## src/rtl/pc_seq_pkg.sv

```systemverilog
// pc_seq_pkg: shared definitions for the fetch PC sequencer.
//   pc_state_e        - sequencer state: BOOT, RUN, PENDING
//   RESET_PC_DEFAULT  - default PC loaded on reset
//   PC_INCR           - sequential fetch increment (one 32-bit instruction)
//   form_jump_target  - J/JAL target from PC+4 region bits and the index field
package pc_seq_pkg;

    typedef enum logic [1:0] {
        BOOT    = 2'd0,
        RUN     = 2'd1,
        PENDING = 2'd2
    } pc_state_e;

    localparam logic [31:0] RESET_PC_DEFAULT = 32'hBFC0_0000;
    localparam logic [31:0] PC_INCR          = 32'd4;

    // The jump stays inside the 256 MB region of the delay-slot instruction.
    function automatic logic [31:0] form_jump_target(input logic [31:0] pc_plus_four,
                                                     input logic [25:0] raw_address);
        return {pc_plus_four[31:28], raw_address, 2'b00};
    endfunction

endpackage

```

## src/rtl/pc_redirect_select.sv

```systemverilog
// pc_redirect_select: combinational priority select among redirect sources.
// Priority is branch > jr > jump; losing requests are dropped.
// Ports:
//   jump_valid_i, jump_raw_address_i, jump_pc_plus_four_i - J/JAL request
//   jr_valid_i, jr_target_i                               - JR/JALR request
//   branch_valid_i, branch_target_i                       - taken branch
//   redirect_valid_o    - any request present
//   redirect_target_o   - winning target, word aligned
//   jr_misaligned_o     - winner is jr and its target had bits [1:0] set
module pc_redirect_select
    import pc_seq_pkg::*;
(
    input  logic        jump_valid_i,
    input  logic [25:0] jump_raw_address_i,
    input  logic [31:0] jump_pc_plus_four_i,
    input  logic        jr_valid_i,
    input  logic [31:0] jr_target_i,
    input  logic        branch_valid_i,
    input  logic [31:0] branch_target_i,
    output logic        redirect_valid_o,
    output logic [31:0] redirect_target_o,
    output logic        jr_misaligned_o
);

    always_comb begin
        redirect_valid_o  = branch_valid_i | jr_valid_i | jump_valid_i;
        redirect_target_o = form_jump_target(jump_pc_plus_four_i, jump_raw_address_i);
        jr_misaligned_o   = 1'b0;
        if (branch_valid_i) begin
            redirect_target_o = branch_target_i;
        end else if (jr_valid_i) begin
            // Misaligned register targets are still taken, forced to a word boundary.
            redirect_target_o = {jr_target_i[31:2], 2'b00};
            jr_misaligned_o   = (jr_target_i[1:0] != 2'b00);
        end
    end

endmodule

```

## src/rtl/pc_sequencer.sv

```systemverilog
// pc_sequencer: owns the fetch PC and sequences it (PC+4 or redirect).
// Build option: define PC_SEQ_DELAY_SLOT_EN for MIPS delay-slot behaviour
// (flush never asserted); otherwise flush kills the instruction in fetch in
// the cycle a redirect is applied to pc.
// Handshake: redirect inputs are single-cycle pulses sampled on the rising
// edge; there is no back-pressure to decode. A redirect arriving while one is
// already pending is dropped and recorded in the sticky redirect_error.
// Ports:
//   clock, reset_n       - clock, asynchronous active-low reset
//   stall                - hold pc
//   jump_* / jr_* / branch_* - redirect requests from decode
//   pc, pc_plus_four     - current fetch address and its successor
//   fetch_valid          - fetch at pc is a real instruction
//   flush                - kill the instruction in fetch
//   addr_error           - pulse: accepted jr target was misaligned
//   redirect_error       - sticky: redirect dropped while pending
//   state_dbg            - current FSM state (pc_state_e encoding)
module pc_sequencer
    import pc_seq_pkg::*;
#(
    parameter logic [31:0] RESET_PC = RESET_PC_DEFAULT,
    parameter int          PC_WIDTH = 32
) (
    input  logic                clock,
    input  logic                reset_n,
    input  logic                stall,
    input  logic                jump_valid,
    input  logic [25:0]         jump_raw_address,
    input  logic [PC_WIDTH-1:0] jump_pc_plus_four,
    input  logic                jr_valid,
    input  logic [PC_WIDTH-1:0] jr_target,
    input  logic                branch_valid,
    input  logic [PC_WIDTH-1:0] branch_target,
    output logic [PC_WIDTH-1:0] pc,
    output logic [PC_WIDTH-1:0] pc_plus_four,
    output logic                fetch_valid,
    output logic                flush,
    output logic                addr_error,
    output logic                redirect_error,
    output logic [1:0]          state_dbg
);

    pc_state_e           state_q;
    logic [PC_WIDTH-1:0] pc_q;
    logic [PC_WIDTH-1:0] pending_target_q;
    logic                redirect_error_q;

    logic                redirect_valid;
    logic [PC_WIDTH-1:0] redirect_target;
    logic                jr_misaligned;

    pc_redirect_select u_select (
        .jump_valid_i        (jump_valid),
        .jump_raw_address_i  (jump_raw_address),
        .jump_pc_plus_four_i (jump_pc_plus_four),
        .jr_valid_i          (jr_valid),
        .jr_target_i         (jr_target),
        .branch_valid_i      (branch_valid),
        .branch_target_i     (branch_target),
        .redirect_valid_o    (redirect_valid),
        .redirect_target_o   (redirect_target),
        .jr_misaligned_o     (jr_misaligned)
    );

    always_ff @(posedge clock or negedge reset_n) begin
        if (!reset_n) begin
            state_q          <= BOOT;
            pc_q             <= RESET_PC;
            pending_target_q <= '0;
            redirect_error_q <= 1'b0;
        end else begin
            case (state_q)
                // Redirects seen during BOOT are dropped; pc is unchanged.
                BOOT: state_q <= RUN;
                RUN: begin
                    if (redirect_valid) begin
                        if (stall) begin
                            pending_target_q <= redirect_target;
                            state_q          <= PENDING;
                        end else begin
                            pc_q <= redirect_target;
                        end
                    end else if (!stall) begin
                        pc_q <= pc_q + PC_INCR;  // wraps at 2^32
                    end
                end
                PENDING: begin
                    if (redirect_valid) begin
                        redirect_error_q <= 1'b1;
                    end
                    if (!stall) begin
                        pc_q    <= pending_target_q;
                        state_q <= RUN;
                    end
                end
                default: state_q <= BOOT;
            endcase
        end
    end

    assign pc             = pc_q;
    assign pc_plus_four   = pc_q + PC_INCR;
    assign fetch_valid    = (state_q != BOOT) && !stall;
    assign addr_error     = (state_q == RUN) && redirect_valid && jr_misaligned;
    assign redirect_error = redirect_error_q;
    assign state_dbg      = state_q;

`ifdef PC_SEQ_DELAY_SLOT_EN
    // The instruction in fetch is the delay slot and must execute.
    assign flush = 1'b0;
`else
    // Flush coincides with the cycle whose closing edge loads the new pc.
    assign flush = !stall && (((state_q == RUN) && redirect_valid) || (state_q == PENDING));
`endif

endmodule

```

## config.mk

```make
export PLATFORM = sky130hd
export DESIGN_NAME = pc_sequencer
export DESIGN_NICKNAME = d
export VERILOG_FILES = /design/src/rtl/pc_seq_pkg.sv /design/src/rtl/pc_redirect_select.sv /design/src/rtl/pc_sequencer.sv
export SDC_FILE = /design/constraint.sdc
export NUM_CORES = 1
export LEC_CHECK = 0
export BUFFER_PORTS_ARGS = -buffer_cell sky130_fd_sc_hd__buf_4
export CAP_MARGIN = 10
export CORE_MARGIN = 2
export CORE_UTILIZATION = 49
export DETAILED_ROUTE_END_ITERATION = 7
export GPL_ROUTABILITY_DRIVEN = 0
export PLACE_DENSITY = 0.82
export REMOVE_ABC_BUFFERS = 1
export SETUP_SLACK_MARGIN = 0.02
export SLEW_MARGIN = 20
export SYNTH_ARGS = -nofsm -noshare
export SYNTH_HDL_FRONTEND = slang
export SYNTH_SLANG_ARGS = --single-unit
```

## constraint.sdc

```tcl
create_clock -name clock -period 2.5 [get_ports clock]
set_input_delay 0.5 -clock clock [delete_from_list [all_inputs] [get_ports clock]]
set_output_delay 0.5 -clock clock [all_outputs]
set_load 0.005 [all_outputs]
```

==> impl_metrics.env <==
export IMPL_hold_viol=0
export IMPL_crit_path_end_kind="output port"
export IMPL_max_vdd_ir_drop_mv=0.484
export IMPL_fin_crit_sh_pct=105
export IMPL_io_pin_count=198
export IMPL_via_count=5550
export IMPL_cp_arrival_ns=2.13
export IMPL_outcome="finished with violations"
export IMPL_slew_limit_headroom_pct=42.3
export IMPL_cts_buffers_inserted=9
export IMPL_async_reset_ff_share_pct=100
export IMPL_drc_errors=0
export IMPL_ant_nets=0
export IMPL_worst_r2r_endpoint="pc[20]"
export IMPL_rsz0062_at_grt="true"
export IMPL_tightest_slew_ns=0.865
export IMPL_die_x_um=102
export IMPL_cp_max_fo=4
export IMPL_violations="setup timing"
export IMPL_multi_input_area_um2=3010
export IMPL_drt_pass1_iterations=6
export IMPL_leakage_uw=0.00325
export IMPL_layout_drive_gt1_share_pct=45.3
export IMPL_grt_max_degree=68
export IMPL_timing_hold_ws_ns=0.244
export IMPL_clk_pin_slew_worst_paths_ns=0.08
export IMPL_power_uw=7180
export IMPL_coreArea_um2=9280
export IMPL_grt_pass1_vias=5034
export IMPL_dp_slack_ns=0.0644
export IMPL_cap_violations=0
export IMPL_ctsRootBufferMaster="clkbuf_8"
export IMPL_syn_avg_cell_area_um2=8.58
export IMPL_routed_wl_um=17500
export IMPL_ys_types=61
export IMPL_antenna_found_initial=0
export IMPL_cts_buffer_depth=2
export IMPL_initial_core_util_pct=50.7
export IMPL_wl_per_cell_um=19.7
export IMPL_dpl_hpwl_um=11100
export IMPL_nNetsFinal=887
export IMPL_dp_cells=840
export IMPL_cts_tree="built"
export IMPL_seq_area_um2=1700
export IMPL_htreeDepth=3
export IMPL_finClkSkew_ns=0.0126
export IMPL_grt_pass1_wl_um=24500
export IMPL_slew_violations=0
export IMPL_clock_latency_ns=0.35
export IMPL_die_area_um2=10400
export IMPL_power_density_nw_per_um2=1040
export IMPL_start_kind="flip-flop"
export IMPL_ff2ff_setup_slack_ns=0.37
export IMPL_critPathRequiredTime_ns=2.00
export IMPL_vias_per_cell=6.24
export IMPL_stdcell_count=889
export IMPL_fillers=635
export IMPL_n_antenna_cell=0
export IMPL_cts_hold_buf=0
export IMPL_die_h_um=102
export IMPL_io_buffers=169
export IMPL_synth_most_common_cell="nand2_1"
export IMPL_layout_setup_ws_ns=-0.131
export IMPL_fmax_mhz=380
export IMPL_rows=35
export IMPL_grtUsageTotal_pct=30.1
export IMPL_syn_area_um2=4710
export IMPL_setup_viol=20
export IMPL_min_period_ns=2.63
export IMPL_r2r_start="state_dbg[0]"
export IMPL_ys_warnings_count=0
export IMPL_ys_ff_latch=67
export IMPL_reg2reg_depth=8
export IMPL_path_class="flip-flop to output port"
export IMPL_dr_first_iter_drc_count=683
export IMPL_synthFlopType="dfrtp_1"
export IMPL_yosys_area_top_type_share_pct=30.8
export IMPL_ys_seq_area_share_pct=35.8
export IMPL_synth_cells=549
export IMPL_hp_class="input pin to asynchronous set/reset pin"
export IMPL_cts_sinks=67
export IMPL_synth_common_cells="nand2_1, o21ai_0, dfrtp_1, a21oi_1, nor2_1"
export IMPL_ys_top_cells_by_area="dfrtp_1, mux2i_1, o21ai_0, mux2_2, nand2_1"
export IMPL_yosysTopAreaCell="dfrtp_1"
export IMPL_fin_util_pct=74.5
export IMPL_synth_edff_count=0
export IMPL_grt_overflow=0
export IMPL_area_growth_pct=46.9
==> what timing repair did <==
item	4_1_cts	5_1_grt
setup buffers	17	17
pin swaps	21	17
gates resized for setup	32	26
gates cloned	1	0
setup endpoints to repair	18	25
==> metrics by stage <==
step / TNS, ns / area [um2]
final: -1.41 / 6920
after global routing: -2.71 / 6920
after CTS: -0.425 / 6690
after detailed placement: 0 / 6220
after global placement: 0 / 6220
after floorplan: -17.84 / 4470
==> power by group <==
part | switching, uW | leakage, uW | internal, uW
sequential | 518 | 0.000785 | 1680
clock | 434 | 0.0000884 | 411
combinational | 2080 | 0.00238 | 2060
==> critical path, stage by stage (launching register included) <==
cell and delay, ns:
dfrtp_1 0.41, nand4_1 0.18, buf_4 0.20, nor4_4 0.32, buf_4 0.18, nand4_1 0.16
xnor2_1 0.20, buf_4 0.14
==> state kept, by name, summed over array words and instances, names as in the netlist <==
signal            flops
pending_target_q     32
pc                   32
redirect_error        1
state_dbg             2
==> worst max-delay path by stage <==
stage,start,to,cells after the start,slack [ns]
after floorplan,state_dbg[0],pc[11],6,-0.94
after CTS,pc[3],pc_plus_four[30],8,-0.09
after global routing,pc[2],pc_plus_four[28],7,-0.22
final,pc[8],pc_plus_four[27],7,-0.13
after detailed placement,pc[3],pc_plus_four[28],7,0.06
after global placement,pc[2],pc_plus_four[28],7,0.09
==> area by class of cell <==
type	count	area share (%)
multi-input combinational	422	43.4
timing repair buffer	243	26.4
sequential	67	24.5
tap	129	2.33
clock buffer	12	2.24
inverter	12	0.651
clock inverter	4	0.362
==> layout by cell type (no fill, tap or decap), types with 3 or more instances in the layout <==
master     count
a41oi_1        6
xor2_1         5
a221oi_1       4
xnor2_1       14
mux2_2        24
o22ai_1        9
o22a_1        12
nor3_4         3
nor2_4         3
ha_1           3
xnor2_2        8
nand3_1        9
nand3_2        3
mux2i_1       31
buf_4        242
and3_1         5
a21oi_1       38
nor2_1        32
inv_1         11
dfrtp_2        8
nand2_1       67
nand3_4        5
a211oi_1       4
dfstp_2        9
o211ai_1       4
nand4_1       10
and2_1         6
a2bb2oi_1      5
clkbuf_8      11
o21ai_0       61
nor2_2         3
a221o_1        3
nor3_1         6
dfrtp_1       50
==> layer usage <==
layer	track usage, %	vias up	share of wire, %
met1	37.5	2585	36
li1	-	2401	-
met2	50.7	456	49
met5	0	-	0
met3	6.29	108	11
met4	13.0	0	4.6
==> cells by family after synthesis <==
kind of cell               after synthesis  share of synthesized area [%]
xor gates and xnor gates                28                           5.21
buffers and inverters                   60                           6.01
muxes                                   55                           12.3
and+or+nand+nor                        172                           17.9
adders and majority gates                4                           1.06
DFF                                     67                           35.8
AOI/OAI and AO/OA                      163                           21.6
(Power assumes the default switching activity.)
